$ cat config.mk
export PLATFORM = sky130hd
export DESIGN_NAME = lfsr_prbs_gen
export DESIGN_NICKNAME = d
export VERILOG_FILES = /design/src/rtl/lfsr_prbs_gen.sv
export SDC_FILE = /design/constraint.sdc
export NUM_CORES = 1
export LEC_CHECK = 0
export ABC_AREA = 0
export CAP_MARGIN = 15
export CORE_MARGIN = 4
export CORE_UTILIZATION = 45
export DETAILED_ROUTE_END_ITERATION = 16
export MAX_ROUTING_LAYER = met4
export PLACE_DENSITY = 0.74
export SETUP_SLACK_MARGIN = 0.2
export SLEW_MARGIN = 10
export SYNTH_ARGS = -nofsm -noshare
export SYNTH_HDL_FRONTEND = slang
export SYNTH_SLANG_ARGS = --single-unit
$ cat constraint.sdc
create_clock -name clk -period 2.4 [get_ports clk]
set_input_delay 0.6 -clock clk [delete_from_list [all_inputs] [get_ports clk]]
set_output_delay 0.6 -clock clk [all_outputs]
set_load 0.005 [all_outputs]
$ cat src/rtl/lfsr_prbs_gen.sv
`default_nettype none
// ============================================================================
// Module   : lfsr_prbs_gen
// Brief    : Parametrised Galois/Fibonacci LFSR PRBS source on a valid/ready
//            stream, with seed load, lock-up recovery and period measurement.
// Revision : 1.0  initial release
// ============================================================================
module lfsr_prbs_gen #(
  parameter int unsigned      WIDTH  = 16,
  parameter int unsigned      GALOIS = 1,
  parameter logic [WIDTH-1:0] TAPS   = 16'hB400,
  parameter logic [WIDTH-1:0] SEED   = 16'hACE1,
  parameter int unsigned      STEPS  = 1
) (
  input  logic             clk,
  input  logic             reset,
  input  logic             en,
  input  logic             load,
  input  logic [WIDTH-1:0] load_value,
  input  logic             out_ready,
  output logic             out_valid,
  output logic [WIDTH-1:0] out_data,
  output logic             lockup,
  output logic             wrap,
  output logic [WIDTH-1:0] period
);

  localparam logic [WIDTH-1:0] c_ONE  = {{(WIDTH-1){1'b0}}, 1'b1};
  localparam logic [WIDTH-1:0] c_ZERO = '0;

  logic [WIDTH-1:0] state_q,  state_d;
  logic [WIDTH-1:0] start_q,  start_d;
  logic [WIDTH-1:0] cnt_q,    cnt_d;
  logic [WIDTH-1:0] period_q, period_d;
  logic             valid_q,  valid_d;
  logic             lockup_q, lockup_d;
  logic             wrap_q,   wrap_d;

  logic             w_fire;
  logic [WIDTH-1:0] w_adv;
  logic [WIDTH-1:0] w_cnt_inc;
  logic [WIDTH-1:0] w_chain [0:STEPS];

  function automatic logic [WIDTH-1:0] f_shift(input logic [WIDTH-1:0] s);
    logic [WIDTH-1:0] r;
    if (GALOIS != 0) begin
      r = (s >> 1) ^ (s[0] ? TAPS : c_ZERO);
    end else begin
      r = {^(s & TAPS), s[WIDTH-1:1]};
    end
    return r;
  endfunction

  // STEPS single shifts unrolled into one combinational advance.
  assign w_chain[0] = state_q;
  for (genvar k = 0; k < STEPS; k++) begin : g_step
    assign w_chain[k+1] = f_shift(w_chain[k]);
  end
  assign w_adv = w_chain[STEPS];

  assign w_fire    = valid_q & out_ready & en;
  assign w_cnt_inc = (cnt_q == '1) ? cnt_q : cnt_q + c_ONE;

  always_comb begin
    state_d  = state_q;
    start_d  = start_q;
    cnt_d    = cnt_q;
    period_d = period_q;
    valid_d  = en;
    lockup_d = 1'b0;
    wrap_d   = 1'b0;
    if (load) begin
      cnt_d = c_ZERO;
      if (load_value != c_ZERO) begin
        state_d = load_value;
        start_d = load_value;
      end else begin
        state_d  = SEED;
        start_d  = SEED;
        lockup_d = 1'b1;
      end
    end else if (w_fire) begin
      // A zero state is a fixed point of both forms, so only the final
      // result of the unrolled advance needs checking.
      if (w_adv == c_ZERO) begin
        state_d  = SEED;
        lockup_d = 1'b1;
        cnt_d    = w_cnt_inc;
      end else if (w_adv == start_q) begin
        state_d  = w_adv;
        wrap_d   = 1'b1;
        period_d = w_cnt_inc;
        cnt_d    = c_ZERO;
      end else begin
        state_d  = w_adv;
        cnt_d    = w_cnt_inc;
      end
    end
  end

  always_ff @(posedge clk or posedge reset) begin
    if (reset) begin
      state_q  <= SEED;
      start_q  <= SEED;
      cnt_q    <= c_ZERO;
      period_q <= c_ZERO;
      valid_q  <= 1'b0;
      lockup_q <= 1'b0;
      wrap_q   <= 1'b0;
    end else begin
      state_q  <= state_d;
      start_q  <= start_d;
      cnt_q    <= cnt_d;
      period_q <= period_d;
      valid_q  <= valid_d;
      lockup_q <= lockup_d;
      wrap_q   <= wrap_d;
    end
  end

  assign out_data  = state_q;
  assign out_valid = valid_q;
  assign lockup    = lockup_q;
  assign wrap      = wrap_q;
  assign period    = period_q;

endmodule
`default_nettype wire
# Word-level counts from Yosys, hierarchy flattened
# Cells that the tools add are included.
# word_totals
register_bits,67
input_bits,21
out_inout_bits,35
wordCells,37
# classes
addsub,1
eq_ne,2
mux,18
n_bitwise,5
reduce_logical,4
# ops
op,count
16-bit 2-to-1 mux,10
"16-bit by 1-bit adder with 16-bit output, second input constant",1
16-bit == test,1
"16-bit == test, second input constant",1
16-bit zero test,1
16-bit nonzero test,1
15-bit by 16-bit bitwise XOR with 16-bit output,1
1-bit 2-to-1 mux,8
4-bit AND reduction,1
1-bit AND,2
1-bit NOT,2
2-bit nonzero test,1

# Logic depth before layout (Yosys ltp)
# Gate-level depths: netlist of the first run.
# logic_depth
ltp_word,7
mapped_depth,8
depth_no_buf,7

# Worst setup path after synthesis of the first run
# No wires, ideal clock.
# synth_timing
path_type,reg-to-reg
start,"register state_q[0], in the netlist out_data[0]"
end,"register period_q[0], in the netlist period[0]"
setup_ns,0.125
arrival_ns,1.926
required_ns,2.275
path_slack_ns,0.348
path_stages_with_launch,9
n_path_buf,2
synth_period_minus_slack_ns,2.052
path_cell_list,dfstp_2 -> buf_6 -> xnor2_2 -> xor2_1 -> o21ai_2 -> nor4_4 -> nand2_2 -> buf_6 -> mux2_4
# synth_via
elab_chain_len,5
word_cells_on_any_way,6
cone_classes,1 x eq/ne; 1 x mux; 2 x bitwise; 2 x reduce/logical
# synth_rtl
item,line_no,rtl
from (decl),31,"logic [WIDTH-1:0] state_q, state_d;"
from (signal assigned),111,state_q <= state_d;
16-bit 2-to-1 mux (*),47,r = (s >> 1) ^ (s[0] ? TAPS : c_ZERO);
15-bit by 16-bit bitwise XOR with 16-bit output (*),47,
16-bit zero test,85,if (w_adv == c_ZERO) begin
1-bit NOT (no source line),n/a,
4-bit AND reduction (no source line) (*),n/a,
to (signal assigned),106,period_q <= c_ZERO;
to (signal assigned),114,period_q <= period_d;
to (decl),34,"logic [WIDTH-1:0] period_q, period_d;"
# Mark *: on every way between the ends. The rest lies on a longest branch, timed or not.
# A chain may end at the register's enable or synchronous reset.

# Worst setup path after layout of the first run
# layout_timing
start,"register state_q[0], in the netlist out_data[0]"
end,output port out_data[0]
# layout_rtl
item,line_no,rtl
to (decl),22,"output logic [WIDTH-1:0] out_data,"
# No word-level cell between the ends.

==> results.toml, run 1 <==
[placed_design]
pre_cts_ws_ns = -0.0287
place_hpwl_um = 6430
dpl_cell_area_mm2 = 0.00429
gp_congestion = 0.919
port_buffers = 55

[worst_setup_path]
cp.depth = 2
critical_path_peak_fanout = 6
slowest_stage = "dfstp_2"
path_cells = "buf_4 > clkdlybuf4s50_1"
worst-path-buf-inv = 2
crit_arrival_ns = 1.61
worstPathRequired_ns = 1.80
path_class = "flip-flop to output port"
start_kind = "flip-flop"
cpPeakStageDelay_ns = 0.62
worst_path_dominant_cell_family = "buffers and inverters"
ff2ff_path_depth = 8
end_kind = "output port"

[timing]
fin_setup_tns_ns = 0
period_share_pct = 92.1
tightest_slew_ns = 0.951
max_freq_mhz = 452
fin_hold_ws_ns = 0.516
slew-limit-headroom_pct = 36.4
min_period_ns = 2.21
slew_viol_final = 0
setup-violations-final = 0
rsz0062_at_grt = "yes"
fin_ws_ns = 0.189
hold_violations = 0
fin_skew_ns = 0.0101

[synthesis]
synth.area.top_cells = "dfrtp_1 36%, dfstp_2 12%, xor2_1 4.5%, nand2_1 4.4%, o21ai_0 4.0%"
synth_top_area_share_pct = 36.4
syn_area_per_cell_um2 = 10.1
synth_edf_count = 0
yosysWarnings = 0
async_flop_share_pct = 100
postSynthRegisterBits = 67
synth_cell_types = 53
ys_seq_area_share_pct = 48.3
ys.flop_type = "dfrtp_1"
syn-cell-area_mm2 = 0.00351
syn_inst = 347
synth_fp_nets = 369
synth.largest_area_cell = "dfrtp_1"

[routing]
wire_per_inst_um = 17.2
post-route-drc-count = 0
drt_wl_total_um = 9120
avgViaCountPerCell = 5.64
antenna_left = 0
dr.pass1.iters = 5
drtIter0Drc = 127
vias = 3001

[power]
p_per_area_mw_per_mm2 = 556
clock_power_share_pct = 33.1
net-switching-power_mw = 0.697
power_frac_comb_pct = 16.8
swShare_pct = 27.2
internal-power_mw = 1.86
p_leak_nw = 2.06
ir_worst_vdd_mv = 0.255
pwr-share-seq_pct = 50.1

[clocking]
cts_tree = "done"
cts_root_buf = "clkbuf_8"
worstSkewPairLatency_ns = 0.35
clk_pin_slew_ns = 0.07
cts_sinks = 67
cts_hold_buf = 0
cts_buffer_depth = 2
htreeDepth = 3
cts_buffers = 9

[die]
start_util_pct = 47.4
coreArea_mm2 = 0.00741
num_rows = 31
dieArea_mm2 = 0.00928
num_io_pins = 56
fp.dieH_um = 96.3
die_w_um = 96.3

[final_layout]
final_nets = 450
final_cell_mix = "55 x clkdlybuf4s50_1, 49 x dfrtp_1, 41 x nand2_1"
finalCoreUtilization_pct = 62.2
n_fill_cell = 611
antennaDiodeCount = 0
mostFrequentLayoutCell = "clkdlybuf4s50_1"
fin_area_mm2 = 0.00461
area_growth_pct = 31.2
drive_above_1_share_pct = 20.3

[worst_hold_path]
hold_path.class = "flip-flop to flip-flop"
worst_hold_path.num_cells = 1

[grt]
grt_max_degree = 50
grt_overflow = 0
track_usage_pct = 21.5
antenna_found_initial = 0
first_global_vias = 2929
grt_pass1_wl_um = 14600

[job]
max_cap_viol_count = 0

[outcome]
status = "finished clean"
-- final timing paths --
path,start,to,slack [ns]
max,out_data[0],out_data[0],0.19
min,period[5],period[5],0.52
max reg2reg,out_data[0],period[3],0.25
min reg2reg,period[5],period[5],0.52
max in group asynchronous,reset,start_q[11],1.16
min in group asynchronous,reset,cnt_q[2],0.67
-- synth_stat cells, types with 6 or more instances --
| cell | n |
|---|---|
| dfrtp_1 | 51 |
| nor4_1 | 10 |
| nand4_1 | 7 |
| nand2_1 | 41 |
| nor3_1 | 10 |
| mux2_4 | 9 |
| dfstp_2 | 16 |
| nor2_1 | 16 |
| a21oi_1 | 12 |
| xor2_1 | 18 |
| inv_1 | 12 |
| nand3_1 | 7 |
| a21o_1 | 8 |
| o21ai_0 | 28 |
| nand2b_1 | 7 |
| a31oi_1 | 6 |
| mux2i_1 | 10 |
| clkbuf_1 | 8 |
-- metrics by stage --
| stage | power (mW) | cells |
|---|---|---|
| after global placement | 1.69 | 506 |
| after CTS | 2.54 | 526 |
| after detailed placement | 1.69 | 506 |
| after global routing | 2.67 | 532 |
| final | 2.56 | 532 |
| after floorplan | 1.50 | 347 |
-- final cells by class --
type / count / area [um^2] / share of cell area (%)
tap: 99 / 124 / 2.69
sequential: 67 / 1700 / 36.9
inverter: 12 / 48.8 / 1.06
multi-input combinational: 255 / 1750 / 38.0
timing repair buffer: 83 / 813 / 17.7
clock buffer: 16 / 170 / 3.69
-- cell families after synthesis --
| kind of cell | after synthesis | share of synthesized area, % |
|---|---|---|
| AO/OA/AOI/OAI | 81 | 15.2 |
| multiplexers | 22 | 7.66 |
| XOR/XNOR | 24 | 6.20 |
| AND/OR/NAND/NOR | 126 | 18.8 |
| flip-flops | 67 | 48.3 |
| adder cells (fa/ha/maj) | 1 | 0.356 |
| buffers and inverters | 26 | 3.49 |
-- per-layer routing --
metal	vias up	part of all wire (%)	global-route usage [%]
met1	1468	48	30.0
met3	18	4.4	3.28
met5	-	0	-
met4	0	2.4	10.6
met2	110	46	30.4
li1	1405	-	-
-- power groups by stage --
stage	Clock, mW	Sequential (mW)	Combinational, mW
5_1_grt	0.910	1.29	0.469
4_1_cts	0.856	1.28	0.406
3_5_place_dp	0	1.30	0.390
6_report	0.848	1.28	0.429
3_3_place_gp	0	1.30	0.384
2_1_floorplan	0	1.28	0.216
-- repair_timing --
action                     in CTS  in global routing
cloned                          1                  0
buffers inserted                3                  6
pin swaps                       3                  7
setup endpoints to repair      15                 32
resized for setup               5                 11
-- state kept, by name, summed over array words and instances (netlist names) --
signal,cells
period,16
wrap,1
out_valid,1
start_q,16
out_data,16
lockup,1
cnt_q,16
(Power assumes the default switching activity.)
==> inputs of run 2 (changes only) <==
--- a/config.mk
+++ b/config.mk
@@ -9,6 +9,7 @@
 export CAP_MARGIN = 15
 export CORE_MARGIN = 4
 export CORE_UTILIZATION = 45
+export CTS_BUF_LIST = sky130_fd_sc_hd__clkbuf_8
 export DETAILED_ROUTE_END_ITERATION = 16
 export MAX_ROUTING_LAYER = met4
 export PLACE_DENSITY = 0.74
==> run 2 against run 1 <==
Net effect:
- clock power is 2% lower
- worst setup slack worse by 0.039 ns
- cell count is 0.19% higher
- clock skew is 0.00088 ns lower
- combinational power is 5.4% higher
- critical endpoint is now cnt_q[1]
==> results.toml, run 2 (same netlist as run 1, synthesis figures left out) <==
[outcome]
status = "finished clean"

[power]
ir_worst_vdd_mv = 0.261
p_leak_nw = 2.09
p_per_area_mw_per_mm2 = 553

[worst_setup_path]
r2r_setup_slack_ns = 0.15
crit_arrival_ns = 2.53
end_kind = "flip-flop"
path_class = "flip-flop to flip-flop"
start_kind = "flip-flop"
r2r-end = "cnt_q[1]"
worstPathRequired_ns = 2.68
worstReg2RegStart = "out_data[8]"
ff2ff_path_depth = 7
critical_path_peak_fanout = 5

[routing]
post-route-drc-count = 0
dr.pass1.iters = 5
antenna_left = 0
drt_wl_total_um = 9210
drtIter0Drc = 189
avgViaCountPerCell = 5.69
wire_per_inst_um = 17.3
vias = 3035

[timing]
fin_ws_ns = 0.149
setup-violations-final = 0
fin_skew_ns = 0.00922
max_freq_mhz = 444
slew-limit-headroom_pct = 35.4
slew_viol_final = 0
period_share_pct = 93.8
fin_hold_ws_ns = 0.516
tightest_slew_ns = 0.965
fin_setup_tns_ns = 0
rsz0062_at_grt = "no"
hold_violations = 0
min_period_ns = 2.25

[clocking]
cts_buffers = 9
clk_pin_slew_ns = 0.07
cts_tree = "done"
worstSkewPairLatency_ns = 0.35
htreeDepth = 3
cts_sinks = 67
cts_buffer_depth = 2
cts_root_buf = "clkbuf_8"
cts_hold_buf = 0

[grt]
antenna_found_initial = 0
grt_overflow = 0
grt_pass1_wl_um = 14700
track_usage_pct = 21.5
grt_max_degree = 50
first_global_vias = 2932

[final_layout]
area_growth_pct = 32.1
mostFrequentLayoutCell = "clkdlybuf4s50_1"
drive_above_1_share_pct = 21.0
finalCoreUtilization_pct = 62.6
final_nets = 451
antennaDiodeCount = 0
fin_area_mm2 = 0.00464
n_fill_cell = 606
final_cell_mix = "55 x clkdlybuf4s50_1, 49 x dfrtp_1, 41 x nand2_1"

[placed_design]
pre_cts_ws_ns = -0.0287
place_hpwl_um = 6430
gp_congestion = 0.919
dpl_cell_area_mm2 = 0.00429
port_buffers = 55

[die]
die_w_um = 96.3
fp.dieH_um = 96.3
num_io_pins = 56
coreArea_mm2 = 0.00741
dieArea_mm2 = 0.00928
start_util_pct = 47.4
num_rows = 31

[worst_hold_path]
hold_path.class = "flip-flop to flip-flop"
hold_start = "period[5]"
min_to = "period[5]"
worst_hold_path.num_cells = 1

[job]
max_cap_viol_count = 0
[run 2: cell count changes in the layout (fill, tap and decap cells not counted)]
cell | previous run | this run
xor2_2 | 1 | 3
xor2_1 | 17 | 15
buf_4 | 21 | 22
inv_1 | 11 | 16
clkbuf_1 | 5 | 0
buf_6 | 4 | 3
buf_12 | 3 | 4
[run 2: area by class of cell]
type	count	area, um^2	share of cell area [%]
inverters	12	48.8	1.05
well taps	99	124	2.67
multi-input cells	255	1770	38.1
flip-flops and latches	67	1700	36.6
clock inverters	5	18.8	0.405
clock buffers	11	151	3.26
repair buffers	84	830	17.9
[run 2: layer usage]
layer / vias up / part of all wire (%) / GRT usage (%)
met5: - / 0 / -
met4: 0 / 1.9 / 10.0
met3: 16 / 5.8 / 3.28
met2: 128 / 46 / 30.7
met1: 1485 / 46 / 30.0
li1: 1406 / - / -
[run 2: per-stage QoR]
step           total power [mW]  instances
4_1_cts                    2.53        526
5_1_grt                    2.67        533
3_3_place_gp               1.69        506
3_5_place_dp               1.69        506
2_1_floorplan              1.50        347
6_report                   2.57        533
[run 2: worst max-delay path, stage by stage (launching register included)]
cell and delay (ns):
dfrtp_1 0.38, buf_4 0.15, nor4_1 0.41, o211ai_1 0.26, o2111ai_2 0.34, o31ai_4 0.12, o41ai_1 0.35, o2bb2ai_1 0.16
[run 2: power by group]
part / total, mW / switching (mW) / internal (mW)
clock network: 0.834 / 0.420 / 0.413
registers: 1.28 / 0.0710 / 1.21
logic: 0.452 / 0.222 / 0.230
[run 2: timing repair]
action / in CTS / in global routing
pin swaps: 4 / 8
gates resized for setup: 6 / 11
buffers inserted: 3 / 7
gates cloned: 1 / 0
endpoints found under the setup margin: 15 / 30
[run 2: worst max-delay path by stage]
stage | start | end | slack (ns) | depth (start not counted)
2_1_floorplan | out_data[0] | period[0] | 0.35 | 8
3_3_place_gp | out_data[0] | period[2] | 0.02 | 6
3_5_place_dp | out_data[0] | period[3] | -0.03 | 6
4_1_cts | out_data[10] | period[4] | 0.17 | 7
5_1_grt | out_data[8] | cnt_q[1] | 0.1 | 7
6_report | out_data[8] | cnt_q[1] | 0.15 | 7
